--- src/rtl/cla_pipe_adder.sv ---
// cla_pipe_adder: pipelined carry-lookahead adder/subtractor with valid/ready flow control.
// One GROUP_W-bit lookahead group is summed per stage; the group carry is registered between
// stages. Unsummed operand bits travel with each token, and finished low result bits are carried
// forward with it.
// Optional build macro CLA_PIPE_SAT_EN: saturate the result to the signed range on overflow.
module cla_pipe_adder #(
   parameter int unsigned WIDTH   = 16,
   parameter int unsigned GROUP_W = 4
) (
   input  logic             clk,
   input  logic             rst_n,
   input  logic             in_valid,
   output logic             in_ready,
   input  logic [WIDTH-1:0] a,
   input  logic [WIDTH-1:0] b,
   input  logic             cin,
   input  logic             sub,
   output logic             out_valid,
   input  logic             out_ready,
   output logic [WIDTH-1:0] s,
   output logic             cout,
   output logic             ovf
);

   localparam int unsigned NUM_GROUPS = WIDTH / GROUP_W;
   localparam int unsigned LAST       = (NUM_GROUPS > 0) ? NUM_GROUPS - 1 : 0;

   // Reject geometries that cannot be split into whole lookahead groups
   if (((WIDTH % GROUP_W) != 0) || (WIDTH < GROUP_W) || (GROUP_W < 2) || (GROUP_W > 8)) begin : g_param_check
      $error("cla_pipe_adder: WIDTH must be a nonzero multiple of GROUP_W, and GROUP_W must be 2..8");
   end

   logic             adv;
   logic             out_valid_q, out_valid_d;
   logic [WIDTH-1:0] s_q, s_d;
   logic             cout_q, cout_d;
   logic             ovf_q, ovf_d;

   // Whole pipeline advances together whenever the output slot is free or being drained
   assign adv      = ~out_valid_q | out_ready;
   assign in_ready = adv;

   for (genvar k = 0; k < NUM_GROUPS; k++) begin : g_stg
      localparam int unsigned LO = k * GROUP_W;
      localparam int unsigned HI = LO + GROUP_W;

      logic              v_in;
      logic              c_in;
      logic [WIDTH-1:LO] a_in;
      logic [WIDTH-1:LO] b_in;
      logic [GROUP_W:0]  cy;
      logic [GROUP_W-1:0] grp_s;
      logic [HI-1:0]     sum_out;

      if (k == 0) begin : g_src
         // First stage conditions the operands: subtract is A + ~B + ~borrow
         assign v_in    = in_valid;
         assign c_in    = cin ^ sub;
         assign a_in    = a;
         assign b_in    = sub ? ~b : b;
         assign sum_out = grp_s;
      end else begin : g_src
         // Later stages take the token held by the previous stage
         assign v_in    = g_stg[k-1].g_reg.v_q;
         assign c_in    = g_stg[k-1].g_reg.c_q;
         assign a_in    = g_stg[k-1].g_reg.a_q;
         assign b_in    = g_stg[k-1].g_reg.b_q;
         assign sum_out = {grp_s, g_stg[k-1].g_reg.sum_q};
      end

      // Flat lookahead: every carry is a sum of generate/propagate products, no ripple chain
      always_comb begin
         logic [GROUP_W-1:0] g;
         logic [GROUP_W-1:0] p;
         logic               prod;
         logic               acc;
         g     = a_in[LO +: GROUP_W] & b_in[LO +: GROUP_W];
         p     = a_in[LO +: GROUP_W] ^ b_in[LO +: GROUP_W];
         prod  = 1'b0;
         acc   = 1'b0;
         cy    = '0;
         cy[0] = c_in;
         for (int i = 0; i < GROUP_W; i++) begin
            acc = c_in;
            for (int m = 0; m <= i; m++) begin
               acc = acc & p[m];
            end
            for (int j = 0; j <= i; j++) begin
               prod = g[j];
               for (int m = j + 1; m <= i; m++) begin
                  prod = prod & p[m];
               end
               acc = acc | prod;
            end
            cy[i+1] = acc;
         end
         grp_s = p ^ cy[GROUP_W-1:0];
      end

      if (k < LAST) begin : g_reg
         logic              v_q, v_d;
         logic              c_q, c_d;
         logic [WIDTH-1:HI] a_q, a_d;
         logic [WIDTH-1:HI] b_q, b_d;
         logic [HI-1:0]     sum_q, sum_d;

         // Next token: group carry, remaining operand bits, result bits finished so far
         always_comb begin
            v_d   = v_in;
            c_d   = cy[GROUP_W];
            a_d   = a_in[WIDTH-1:HI];
            b_d   = b_in[WIDTH-1:HI];
            sum_d = sum_out;
         end

         // Stage register; holds while the pipeline is stalled
         always_ff @(posedge clk) begin
            if (!rst_n) begin
               v_q   <= 1'b0;
               c_q   <= 1'b0;
               a_q   <= '0;
               b_q   <= '0;
               sum_q <= '0;
            end else if (adv) begin
               v_q   <= v_d;
               c_q   <= c_d;
               a_q   <= a_d;
               b_q   <= b_d;
               sum_q <= sum_d;
            end
         end
      end
   end

   // Final stage: MSB carries give cout and signed overflow; optional saturation
   always_comb begin
      out_valid_d = g_stg[LAST].v_in;
      s_d         = g_stg[LAST].sum_out;
      cout_d      = g_stg[LAST].cy[GROUP_W];
      ovf_d       = g_stg[LAST].cy[GROUP_W] ^ g_stg[LAST].cy[GROUP_W-1];
`ifdef CLA_PIPE_SAT_EN
      if (ovf_d) begin
         s_d = g_stg[LAST].a_in[WIDTH-1] ? {1'b1, {(WIDTH-1){1'b0}}} : {1'b0, {(WIDTH-1){1'b1}}};
      end
`endif
   end

   // Output register; held stable while downstream stalls
   always_ff @(posedge clk) begin
      if (!rst_n) begin
         out_valid_q <= 1'b0;
         s_q         <= '0;
         cout_q      <= 1'b0;
         ovf_q       <= 1'b0;
      end else if (adv) begin
         out_valid_q <= out_valid_d;
         s_q         <= s_d;
         cout_q      <= cout_d;
         ovf_q       <= ovf_d;
      end
   end

   assign out_valid = out_valid_q;
   assign s         = s_q;
   assign cout      = cout_q;
   assign ovf       = ovf_q;

endmodule

--- config.mk ---
export PLATFORM = sky130hd
export DESIGN_NAME = cla_pipe_adder
export DESIGN_NICKNAME = d
export VERILOG_FILES = /design/src/rtl/cla_pipe_adder.sv
export SDC_FILE = /design/constraint.sdc
export NUM_CORES = 1
export LEC_CHECK = 0
export CAP_MARGIN = 30
export CORE_MARGIN = 2
export CORE_UTILIZATION = 52
export CTS_BUF_LIST = sky130_fd_sc_hd__clkbuf_16
export CTS_CLUSTER_SIZE = 14
export DETAILED_ROUTE_END_ITERATION = 16
export MAX_ROUTING_LAYER = met4
export PLACE_DENSITY = 0.74
export SYNTH_ARGS = -nofsm -noshare
export SYNTH_HDL_FRONTEND = slang
export SYNTH_SLANG_ARGS = --single-unit
--- constraint.sdc ---
create_clock -name clk -period 3.4 [get_ports clk]
set_input_delay 0.68 -clock clk [delete_from_list [all_inputs] [get_ports clk]]
set_output_delay 0.68 -clock clk [all_outputs]
set_load 0.05 [all_outputs]
# Word level (Yosys, flattened, before mapping)
# Cells that the tools add are included.
# W data, S select, Z words.
# word_totals
ff_bits	97
wordCells	117
output_inout_bits	20
# classes
n_mux	1
bitwise_logic	97
# op_table
cell	n
$or A1 B1 Y1	41
$and A1 B1 Y1	40
$xor A4 B4 Y4	8
$and A4 B4 Y4	4
$mux W16	1
$not A16 Y16	1
$xor A1 B1 Y1	2
$not A1 Y1	1

# Depth between registers and ports, before layout
# logic_depth
word_depth	11
ltp_mapped	8
ltp_nobuf	6

# Worst setup path after synthesis
# Ideal clock, no wire load.
# synth_path
path_type	input to register
startpoint	input port sub
endpoint	register g_stg[0].g_reg.sum_q[3]
t_arrival_ps	2514
setup_time_ps	62
setup_slack_ps	824
path_stages	8
path_cell_list	buf_2 -> buf_4 -> xor2_1 -> ha_1 -> ha_1 -> o211a_1 -> or4_1 -> nand3_1
# synth_via
elab_chain_cells	9
# synth_rtl
item	line	text
start: declaration	17	input logic sub,
$mux W16	60	assign b_in = sub ? ~b : b;
$xor A4 B4 Y4	78	p = a_in[LO +: GROUP_W] ^ b_in[LO +: GROUP_W];
$and A1 B1 Y1 (3 in a row)	86	acc = acc & p[m];
$or A1 B1 Y1 (3 in a row)	93	acc = acc | prod;
$xor A4 B4 Y4 (*)	97	grp_s = p ^ cy[GROUP_W-1:0];
end signal: assignment	129	sum_q <= sum_d;
end: declaration	105	logic [HI-1:0] sum_q, sum_d;
# Mark *: on every way between the ends. The rest lies on a longest branch, timed or not.
# A chain may end at the register's enable or synchronous reset.

# Worst setup path in the final report
# Ends and elaborated chain as after synthesis.

==> reports/metrics.yaml <==
hold_viol_final: 0
dp_cells: 636
drive_gt1_share_pct: 5.48
rows: 33
worst_slew_pin_slew_ps: 748
finalCritPeriodShare_pct: 74.0
rr_endpoint: "g_stg[2].g_reg.sum_q[11]$_SDFFE_PN0P_"
antenna_cells: 0
ant_nets: 0
gp_congestion: 0.852
postLayoutCellArea_um2: 5290
cp.arrival_ps: 2800
syn_nets: 562
grt_usage_pct: 20.7
critPathKind: "in -> reg"
die_area_um2: 9160
cts_max_path_buffers: 2
drt_iter0_drc: 112
ios: 58
clk_latency_ps: 340
holdBufCountCts: 0
fp.dieH_um: 95.7
slew_headroom_pct: 50.1
peakVddDrop_uv: 289
grt_overflow: 0
cap_violations: 0
layout_commonest_cell: "nand2_1"
rr_startpoint: "g_stg[1].g_reg.a_q[8]$_SDFFE_PN0P_"
fin_cells: 652
area_growth_pct: 21.0
cp-start-kind: "input pin"
dp_slack_ps: 558
cp-startpoint: "sub"
antenna_found_initial: 0
ys_ff_latch: 97
worst-r2r-cell-count: 5
period_minus_slack_ps: 2520
cts_setup_buffers: 0
dr.pass1.iters: 4
layout_common_cells: "nand2_1 (158), dfxtp_1 (97), a21boi_0 (67)"
cts_tree: "done"
fp.dieW_um: 95.7
outcome: "finished clean"
post-dp-hpwl_um: 5750
worst-path-max-fanout: 16
crit_end: "g_stg[0].g_reg.sum_q[3]$_SDFFE_PN0P_"
place_area_um2: 5000
cts_buffers: 9
yosysTopAreaCellShare_pct: 44.4
start_util_pct: 53.5
synthTopCellsByArea: "dfxtp_1 (44%), nand2_1 (14%), a21boi_0 (11%)"
synth_area_um2: 4380
synth_top_area_cell: "dfxtp_1"
power.density_nw_per_um2: 484
power_mw: 2.56
wirelength_um: 8500
postSynthAreaPerCell_um2: 8.75
regToRegSetupSlack_ps: 1610
grt_max_degree: 114
ctsResizeCount: 0
core_area_um2: 8180
worstPathRequired_ps: 3680
setup_violations: 0
yosysSeqAreaShare_pct: 44.4
clock_skew_ps: 8.52
cts-root-buf: "clkbuf_16"
fillers: 744
clock-sinks: 97
ys_warn_count: 0
cp-end-kind: "register"
max_freq_mhz: 397
htreeDepth: 3
setup_tns_ps: 0
grt_pass1_vias: 3134
vias: 3435
syn_inst: 500
hp-class: "reg -> reg"
port_buffers: 57
setup_slack_ps: 883
grt_pass1_wl_um: 14500
final_max_slew_viol_count: 0
via_per_inst: 5.27
wl_per_cell_um: 13.0
synth.distinct_cells: 27
p_leak_nw: 2.28
drc: 0
rsz0062_at_grt: "no"
nets: 604
clk_transition_reported_paths_ps: 70
## state kept, by name, indices dropped and copies added (netlist names)
name,flops
out_valid,1
cout,1
s,16
g_stg.g_reg.a_q,24
g_stg.g_reg.v_q,3
ovf,1
g_stg.g_reg.sum_q,24
g_stg.g_reg.c_q,3
g_stg.g_reg.b_q,24
## cell type report
class / count / area [um2] / area share (%)
multi-input cells: 352 / 2200 / 41.7
repair buffers: 67 / 663 / 12.5
clock buffers: 9 / 225 / 4.26
well taps: 105 / 131 / 2.48
clock inverters: 7 / 70.1 / 1.32
inverters: 15 / 56.3 / 1.06
flip-flops and latches: 97 / 1940 / 36.7
## synth_stat cells, drive strengths merged
master	count
xnor2	16
dfxtp	97
o221a	1
a21boi	67
nand3	16
buf	18
o21ai	9
nor2	4
nor2b	1
a21o	4
or4	8
nor3	1
a21oi	4
inv	15
o21a	5
nand2	158
clkbuf	18
xor2	5
ha	20
nor4	1
o2111ai	8
fa	4
o211a	20
## stage by stage
stage	hold WS [ps]	utilization, %
2_1_floorplan	441	-
3_3_place_gp	450	61.1
3_5_place_dp	454	61.1
4_1_cts	463	64.7
5_1_grt	482	64.7
6_report	457	64.7
## critical path: stages
cell             delay (ps)
clkdlybuf4s50_1         560
buf_4                   320
xor2_1                  190
ha_1                    290
o211a_1                 170
or4_1                   500
nand3_1                  90
## layer usage
| metal | share of wire [%] | track usage, % | vias to the layer above |
|---|---|---|---|
| met5 | 0 | - | - |
| met4 | 1.5 | 5.48 | 0 |
| met3 | 3.4 | 5.64 | 12 |
| met2 | 47 | 32.3 | 61 |
| met1 | 48 | 26.7 | 1602 |
| li1 | - | - | 1760 |
## worst min path at each step
stage / start / to / slack [ps] / depth (start not counted)
global route: g_stg[2].g_reg.sum_q[0]$_SDFFE_PN0P_ / g_stg[2].g_reg.sum_q[0]$_SDFFE_PN0P_ / 480 / 2
finish: s[1]$_SDFFE_PN0P_ / s[1]$_SDFFE_PN0P_ / 460 / 2
floorplan: g_stg[2].g_reg.v_q$_SDFFE_PN0P_ / out_valid$_SDFFE_PN0P_ / 440 / 1
global placement: g_stg[0].g_reg.a_q[14]$_SDFFE_PN0P_ / g_stg[1].g_reg.a_q[14]$_SDFFE_PN0P_ / 450 / 2
CTS: s[1]$_SDFFE_PN0P_ / s[1]$_SDFFE_PN0P_ / 460 / 2
detailed placement: s[1]$_SDFFE_PN0P_ / s[1]$_SDFFE_PN0P_ / 450 / 2
## power by group
group | switching, mW | internal [mW] | total (mW)
logic | 0.158 | 0.156 | 0.314
registers | 0.0468 | 1.21 | 1.26
clock network | 0.422 | 0.568 | 0.991
## kinds of logic (layout without fill, tap and decap cells)
kind of cell             Yosys count  count (layout)  synth area share, %
adder cells (fa/ha/maj)           24              24                 7.55
buffers and inverters             51              98                 5.23
AO/OA/AOI/OAI                    118             118                 21.0
XOR/XNOR                          21              21                 4.20
flip-flops                        97              97                 44.4
AND/OR/NAND/NOR                  189             189                 17.7
(Power assumes the default switching activity.)
